[src/rtl/stb_pkg.sv]
// Shared types and constants for the store buffer slice.
// No logic; elaboration-time helpers only.
// Entries are sized to the default address/data widths; narrower AW/DW values are zero-extended into them.
package stb_pkg;

  localparam int STB_DEPTH = 4;
  localparam int STB_AW    = 32;
  localparam int STB_DW    = 32;

  typedef struct packed {
    logic [STB_AW-1:0] addr;
    logic [STB_DW-1:0] data;
  } stb_entry_t;

  // Pointer width for a ring of 'depth' slots (never narrower than one bit).
  function automatic int stb_ptr_w(input int depth);
    return (depth > 1) ? $clog2(depth) : 1;
  endfunction

endpackage

[src/rtl/store_buffer_if.sv]
// Core-side and data_mem-side signals of the store buffer.
// Latency: none, wires only. Backpressure: stall from buffer to core.
// Modports: slave = store buffer view; master = core + data_mem environment view.
interface store_buffer_if
  import stb_pkg::*;
#(
  parameter int AW = STB_AW,
  parameter int DW = STB_DW
);
  // core side
  logic [AW-1:0] core_addr;
  logic [DW-1:0] core_wdata;
  logic          core_MemRead;
  logic          core_MemWrite;
  logic [DW-1:0] core_rdata;
  logic          stall;
  // data_mem side
  logic [AW-1:0] data_address;
  logic [DW-1:0] write_data;
  logic          MemRead;
  logic          MemWrite;
  logic [DW-1:0] read_data;

  modport slave (
    input  core_addr, core_wdata, core_MemRead, core_MemWrite, read_data,
    output core_rdata, stall, data_address, write_data, MemRead, MemWrite
  );

  modport master (
    output core_addr, core_wdata, core_MemRead, core_MemWrite, read_data,
    input  core_rdata, stall, data_address, write_data, MemRead, MemWrite
  );
endinterface

[src/rtl/stb_match.sv]
// Youngest-match finder over the occupied ring entries.
// Latency: combinational. Backpressure: none.
// Ports: entries/head/count describe the ring; addr is the lookup key; hit/index give the youngest match.
module stb_match
  import stb_pkg::*;
#(
  parameter int DEPTH = STB_DEPTH,
  parameter int PW    = stb_ptr_w(DEPTH),
  parameter int CW    = $clog2(DEPTH + 1)
) (
  input  stb_entry_t        entries [DEPTH],
  input  logic [PW-1:0]     head,
  input  logic [CW-1:0]     count,
  input  logic [STB_AW-1:0] addr,
  output logic              hit,
  output logic [PW-1:0]     index
);

  logic [PW-1:0] slot;

  // Walk from oldest to youngest; a later match overrides an earlier one,
  // so the survivor is the youngest entry holding this address.
  always_comb begin
    hit   = 1'b0;
    index = head;
    slot  = head;
    for (int i = 0; i < DEPTH; i++) begin
      slot = head + PW'(i);
      if ((CW'(i) < count) && (entries[slot].addr == addr)) begin
        hit   = 1'b1;
        index = slot;
      end
    end
  end

endmodule

[src/rtl/store_buffer.sv]
// Posted-write buffer between the core's memory stage and data_mem; loads forward from buffered stores.
// Latency: loads 0 cycles; a store accepted at edge N can drain in cycle N+1, each load cycle delays it by one.
// Backpressure: stall when a store meets a full buffer; the core holds the request until accepted.
// Ports: clk/rst (sync, active high), bus (store_buffer_if.slave), count/empty occupancy status.
// Option: define STB_COALESCE_EN to merge a store into the youngest buffered entry with the same address.
module store_buffer
  import stb_pkg::*;
#(
  parameter int  DEPTH = STB_DEPTH,
  parameter int  AW    = STB_AW,
  parameter int  DW    = STB_DW,
  localparam int PW    = stb_ptr_w(DEPTH),
  localparam int CW    = $clog2(DEPTH + 1)
) (
  input  logic          clk,
  input  logic          rst,
  store_buffer_if.slave bus,
  output logic [CW-1:0] count,
  output logic          empty
);

  stb_entry_t        entries [DEPTH];
  logic [PW-1:0]     head;
  logic [PW-1:0]     tail;
  logic [STB_AW-1:0] lookup_addr;
  logic              hit;
  logic [PW-1:0]     hit_idx;
  logic              is_load;
  logic              is_store;
  logic              full;
  logic              drain;
  logic              coalesce;
  logic              enqueue;

  // Loads and stores both present their address on core_addr, so one finder
  // serves forwarding and coalescing.
  assign lookup_addr = STB_AW'(bus.core_addr);

  stb_match #(
    .DEPTH (DEPTH),
    .PW    (PW),
    .CW    (CW)
  ) u_match (
    .entries (entries),
    .head    (head),
    .count   (count),
    .addr    (lookup_addr),
    .hit     (hit),
    .index   (hit_idx)
  );

  // A store issued together with a load is dropped: it neither enqueues nor stalls.
  assign is_load  = bus.core_MemRead;
  assign is_store = bus.core_MemWrite && !bus.core_MemRead;
  assign full     = (count == CW'(DEPTH));
  assign drain    = !rst && !is_load && (count != '0);

`ifdef STB_COALESCE_EN
  // The head entry leaves this cycle when draining, so merging into it would
  // lose the new data; such a store takes a fresh slot instead.
  assign coalesce = !rst && is_store && hit && !(drain && (hit_idx == head));
`else
  assign coalesce = 1'b0;
`endif

  assign enqueue   = !rst && is_store && !full && !coalesce;
  assign bus.stall = !rst && is_store && full && !coalesce;
  assign empty     = (count == '0);

  // Memory port: load has priority, otherwise drain the head entry.
  always_comb begin
    bus.MemRead      = 1'b0;
    bus.MemWrite     = 1'b0;
    bus.data_address = '0;
    bus.write_data   = '0;
    bus.core_rdata   = '0;
    if (!rst) begin
      if (is_load) begin
        bus.MemRead      = 1'b1;
        bus.data_address = bus.core_addr;
        bus.core_rdata   = hit ? entries[hit_idx].data[DW-1:0] : bus.read_data;
      end else if (drain) begin
        bus.MemWrite     = 1'b1;
        bus.data_address = entries[head].addr[AW-1:0];
        bus.write_data   = entries[head].data[DW-1:0];
      end
    end
  end

  always_ff @(posedge clk) begin
    if (rst) begin
      head  <= '0;
      tail  <= '0;
      count <= '0;
    end else begin
      if (enqueue) tail <= tail + PW'(1);
      if (drain)   head <= head + PW'(1);
      count <= count + CW'(enqueue) - CW'(drain);
    end
  end

  // Entry storage needs no reset: count gates every use of it.
  always_ff @(posedge clk) begin
    if (enqueue) begin
      entries[tail] <= '{addr: lookup_addr, data: STB_DW'(bus.core_wdata)};
    end
    if (coalesce) begin
      entries[hit_idx].data <= STB_DW'(bus.core_wdata);
    end
  end

endmodule

[src/flat_wrapper.sv]
// flat-port wrapper written by rule: the top's interface ports become plain ports
module store_buffer_flat import stb_pkg::*;
#(
  parameter int  DEPTH = STB_DEPTH,
  parameter int  AW    = STB_AW,
  parameter int  DW    = STB_DW,
  localparam int PW    = stb_ptr_w(DEPTH),
  localparam int CW    = $clog2(DEPTH + 1)
)
  (clk, rst, count, empty, bus_core_addr, bus_core_wdata, bus_core_MemRead, bus_core_MemWrite, bus_read_data, bus_core_rdata, bus_stall, bus_data_address, bus_write_data, bus_MemRead, bus_MemWrite);
  store_buffer_if #(.AW(AW), .DW(DW)) bus_i ();
  input  logic clk;
  input  logic rst;
  output logic [CW-1:0] count;
  output logic empty;
  input wire logic [$bits(bus_i.core_addr)-1:0] bus_core_addr;
  input wire logic [$bits(bus_i.core_wdata)-1:0] bus_core_wdata;
  input wire logic [$bits(bus_i.core_MemRead)-1:0] bus_core_MemRead;
  input wire logic [$bits(bus_i.core_MemWrite)-1:0] bus_core_MemWrite;
  input wire logic [$bits(bus_i.read_data)-1:0] bus_read_data;
  output wire logic [$bits(bus_i.core_rdata)-1:0] bus_core_rdata;
  output wire logic [$bits(bus_i.stall)-1:0] bus_stall;
  output wire logic [$bits(bus_i.data_address)-1:0] bus_data_address;
  output wire logic [$bits(bus_i.write_data)-1:0] bus_write_data;
  output wire logic [$bits(bus_i.MemRead)-1:0] bus_MemRead;
  output wire logic [$bits(bus_i.MemWrite)-1:0] bus_MemWrite;
  assign bus_i.core_addr = bus_core_addr;
  assign bus_i.core_wdata = bus_core_wdata;
  assign bus_i.core_MemRead = bus_core_MemRead;
  assign bus_i.core_MemWrite = bus_core_MemWrite;
  assign bus_i.read_data = bus_read_data;
  assign bus_core_rdata = bus_i.core_rdata;
  assign bus_stall = bus_i.stall;
  assign bus_data_address = bus_i.data_address;
  assign bus_write_data = bus_i.write_data;
  assign bus_MemRead = bus_i.MemRead;
  assign bus_MemWrite = bus_i.MemWrite;
  store_buffer #(.DEPTH(DEPTH), .AW(AW), .DW(DW)) u_core (.clk(clk), .rst(rst), .bus(bus_i), .count(count), .empty(empty));
endmodule
[config.mk]
export PLATFORM = sky130hd
export DESIGN_NAME = store_buffer_flat
export DESIGN_NICKNAME = d
export VERILOG_FILES = /design/src/rtl/stb_pkg.sv /design/src/rtl/store_buffer_if.sv /design/src/rtl/stb_match.sv /design/src/rtl/store_buffer.sv /design/src/flat_wrapper.sv
export SDC_FILE = /design/constraint.sdc
export NUM_CORES = 1
export LEC_CHECK = 0
export CELL_PAD_IN_SITES_DETAIL_PLACEMENT = 1
export CELL_PAD_IN_SITES_GLOBAL_PLACEMENT = 2
export CORE_MARGIN = 3
export CORE_UTILIZATION = 34
export DETAILED_ROUTE_END_ITERATION = 6
export PLACE_DENSITY_LB_ADDON = 0.2
export SYNTH_ARGS = -nofsm -noshare
export SYNTH_HDL_FRONTEND = slang
export SYNTH_SLANG_ARGS = --single-unit
[constraint.sdc]
create_clock -name clk -period 4.6 [get_ports clk]
set_input_delay 0.92 -clock clk [delete_from_list [all_inputs] [get_ports clk]]
set_output_delay 0.92 -clock clk [all_outputs]
set_load 0.03 [all_outputs]
==> flow_summary.json <==
{
  "run_status": "finished, violations left",
  "violations": "negative setup slack",
  "worstSetupEndpointType": "primary output",
  "die_h_um": 242.9,
  "clockBufferDepth": 3,
  "holdPathEnd": "u_core.tail[1]",
  "h-tree-depth": 1,
  "dieArea_um2": 59010,
  "grt_util_all_layers_pct": 25.37,
  "r2r_cells": 13,
  "numClockSinks": 263,
  "numCtsBuffers": 31,
  "arrival_ns": 4.32,
  "finalSetupTns_ns": -18.47,
  "syn_area_um2": 19080,
  "post-route-util_pct": 49.34,
  "crit-reg2reg-launch": "u_core.count[2]",
  "post-route-min-period_ns": 5.236,
  "grt_setup_unrepaired": "true",
  "dp_worst_setup_slack_ns": -1.105,
  "setup-violations-final": 32,
  "syn-instance-count": 1867,
  "drt-total-wl_um": 77820,
  "postSynthAreaPerCell_um2": 10.22,
  "fin_worst_skew_ns": 0.009644,
  "drv_slew": 0,
  "die_x_um": 242.9,
  "crit_path_max_fanout": 8,
  "final_cell_count_no_fill": 3072,
  "drive_above_1_share_pct": 32.87,
  "port_buffers": 202,
  "drt-initial-drc-count": 1155,
  "cp.required_ns": 3.68,
  "max_freq_ghz": 0.1910,
  "synthFlopType": "edfxtp_1",
  "worstMarginPinSlew_ns": 1.118,
  "r2r_end": "u_core.count[2]",
  "drc": 0,
  "synth-seq-cells": 263,
  "final-hold-violation-count": 0,
  "clk_latency_ns": 0.58,
  "hold_class": "reg -> reg",
  "cts_tree": "done",
  "syn-num-nets": 1976,
  "maxCapViolations": 0,
  "vias_per_cell": 5.761,
  "hold_depth": 2,
  "p_leak_uw": 0.009283,
  "seq_area_frac_synth_pct": 41.02,
  "grt_max_degree": 91,
  "area_growth_pct": 43.00,
  "synth-warning-count": 0,
  "p_per_area_nw_per_um2": 301.6,
  "slew_headroom_pct": 25.47,
  "synthArstFlopShare_pct": 0,
  "period_share_pct": 113.8,
  "clkTransAtPathRegs_ns": 0.06,
  "gr-total-overflow": 0,
  "ant_nets": 0,
  "start_kind": "flop",
  "fin_ws_ns": -0.6362,
  "grt_pass1_wl_um": 116200,
  "dp.cells": 2953,
  "dp_hpwl_um": 52450,
  "vias": 17697,
  "min_from": "u_core.tail[1]",
  "rows": 86,
  "place_congestion": 0.8998,
  "synthDistinctLibCells": 61,
  "initial_core_util_pct": 34.50,
  "reg2reg_setup_slack_ns": 1.95,
  "postLayoutCellArea_um2": 27290,
  "antenna_found_initial": 4,
  "clockRootBuffer": "clkbuf_16",
  "fp.coreArea_um2": 55310,
  "grt_pass1_vias": 18866,
  "pin_count": 203,
  "synth_edf_count": 256,
  "worst-setup-path-type": "reg -> out",
  "dpl_cell_area_um2": 24280,
  "wire_per_inst_um": 25.33,
  "ir_drop_mv": 0.3102,
  "nets": 2405,
  "dr.pass1.iters": 5
}
[cells in the mapped netlist (14+ instances only)]
library cell  instances  share of area, %
clkbuf_1            130               2.6
xor2_1               14              0.64
xnor2_1             106               4.9
a41oi_1              64               2.9
mux4_2              101                12
nor2_1               19              0.37
mux2i_1              84               4.4
nand2_1             562                11
nor3_1               82               2.2
and2_1               40               1.3
o21ai_0              14              0.37
a211oi_1            128               5.0
o221ai_2             31               2.4
a22o_1               28               1.3
nand4_1              21              0.69
buf_2                22              0.58
edfxtp_1            256                40
inv_1                19              0.37
[layout make-up]
cell class | instances | area (um2)
Inverter | 20 | 77.57
Clock buffer | 37 | 848.3
Multi-Input combinational cell | 1409 | 11580
Tap cell | 748 | 935.9
Fill cell | 5912 | 28020
Timing Repair Buffer | 571 | 5824
Sequential cell | 263 | 7835
Clock inverter | 21 | 175.2
Antenna cell | 3 | 7.507
[cells in the final DEF (no fill, tap or decap), drive strengths merged, types with 4 or more instances in the layout]
cell | netlist | layout
o221ai | 34 | 34
nand2 | 562 | 562
mux2 | 9 | 9
nor3 | 82 | 82
xnor2 | 106 | 106
a41oi | 64 | 64
a211oi | 128 | 128
inv | 19 | 22
clkbuf | 130 | 40
edfxtp | 256 | 256
a22o | 28 | 28
a22oi | 4 | 4
mux4 | 101 | 101
clkdlybuf4s50 | 0 | 136
a31oi | 4 | 4
xor2 | 14 | 14
o21ai | 15 | 15
mux2i | 84 | 84
buf | 45 | 432
dfxtp | 7 | 7
nor4 | 13 | 13
o22ai | 6 | 6
a21oi | 7 | 7
o2bb2ai | 6 | 6
and2 | 40 | 40
nand4 | 21 | 21
clkinv | 1 | 15
nor2 | 19 | 19
nand3 | 7 | 7
ha | 8 | 8
[timing repair]
| action | 4_1_cts | 5_1_grt |
|---|---|---|
| pin swaps | 29 | 45 |
| endpoints found under the setup margin | 32 | 32 |
| gates cloned | 5 | 3 |
| endpoints found under the hold margin | 0 | 0 |
| setup buffers | 30 | 26 |
| hold buffers | 0 | 0 |
| gates resized for setup | 127 | 100 |
[through the flow]
step / total power, uW / hold slack [ns]
2_1_floorplan: 4272 / 0.5136
3_3_place_gp: 5443 / 0.5433
3_5_place_dp: 5482 / 0.5674
4_1_cts: 8120 / 0.5758
5_1_grt: 8534 / 0.6013
6_report: 8231 / 0.5668
[flip-flops by register name, indices dropped and copies added, names as in the netlist]
name	flops
u_core.count	3
u_core.head	2
u_core.tail	2
u_core.entries	256
[layer usage]
| metal | track usage [%] | wire length (um) | vias up |
|---|---|---|---|
| li1 | - | - | 7920 |
| met1 | 32.62 | 33270 | 9133 |
| met2 | 43.66 | 38270 | 491 |
| met3 | 3.193 | 3521 | 151 |
| met4 | 9.736 | 2748 | 2 |
| met5 | 0 | 12 | - |
[worst max-delay path by stage]
stage	end	slack (ns)	from
floorplan	bus_core_rdata[0]	-0.02	u_core.head[1]
global placement	bus_core_rdata[25]	-1.14	bus_core_addr[7]
detailed placement	bus_core_rdata[25]	-1.10	bus_core_addr[7]
CTS	bus_core_rdata[2]	-0.66	u_core.head[1]
global route	bus_core_rdata[25]	-0.75	u_core.head[0]
finish	bus_core_rdata[25]	-0.64	u_core.head[0]
[kinds of logic (layout without fill, tap and decap cells)]
kind of cell	after synthesis	after routing	synth area share [%]
muxes	194	194	16.86
AOI/OAI and AO/OA	321	321	14.41
other	0	3	0
and+or+nand+nor	765	765	17.07
xor gates and xnor gates	120	120	5.507
buffers and inverters	195	649	4.511
adders and majority gates	9	9	0.6295
DFF	263	263	41.02
[worst max-delay path, stage by stage, from the launching register on]
cell and delay, ns:
dfxtp_4 0.42, buf_12 0.16, buf_12 0.14, buf_6 0.12
mux2i_4 0.23, buf_4 0.15, o2bb2ai_1 0.08, nor4b_1 0.28
o22a_1 0.21, o211ai_1 0.22, buf_4 0.22, buf_4 0.13
nor3b_4 0.20, nor3_2 0.07, or3b_4 0.50, buf_12 0.20
o221ai_4 0.22, buf_12 0.16
[report_power, final]
group	internal [uW]	total (uW)	leakage [uW]	switching (uW)
clock network	1430	2480	0.000509	1050
logic	1430	2990	0.00640	1560
registers	2690	2760	0.00237	63.0
(Power assumes the default switching activity.)
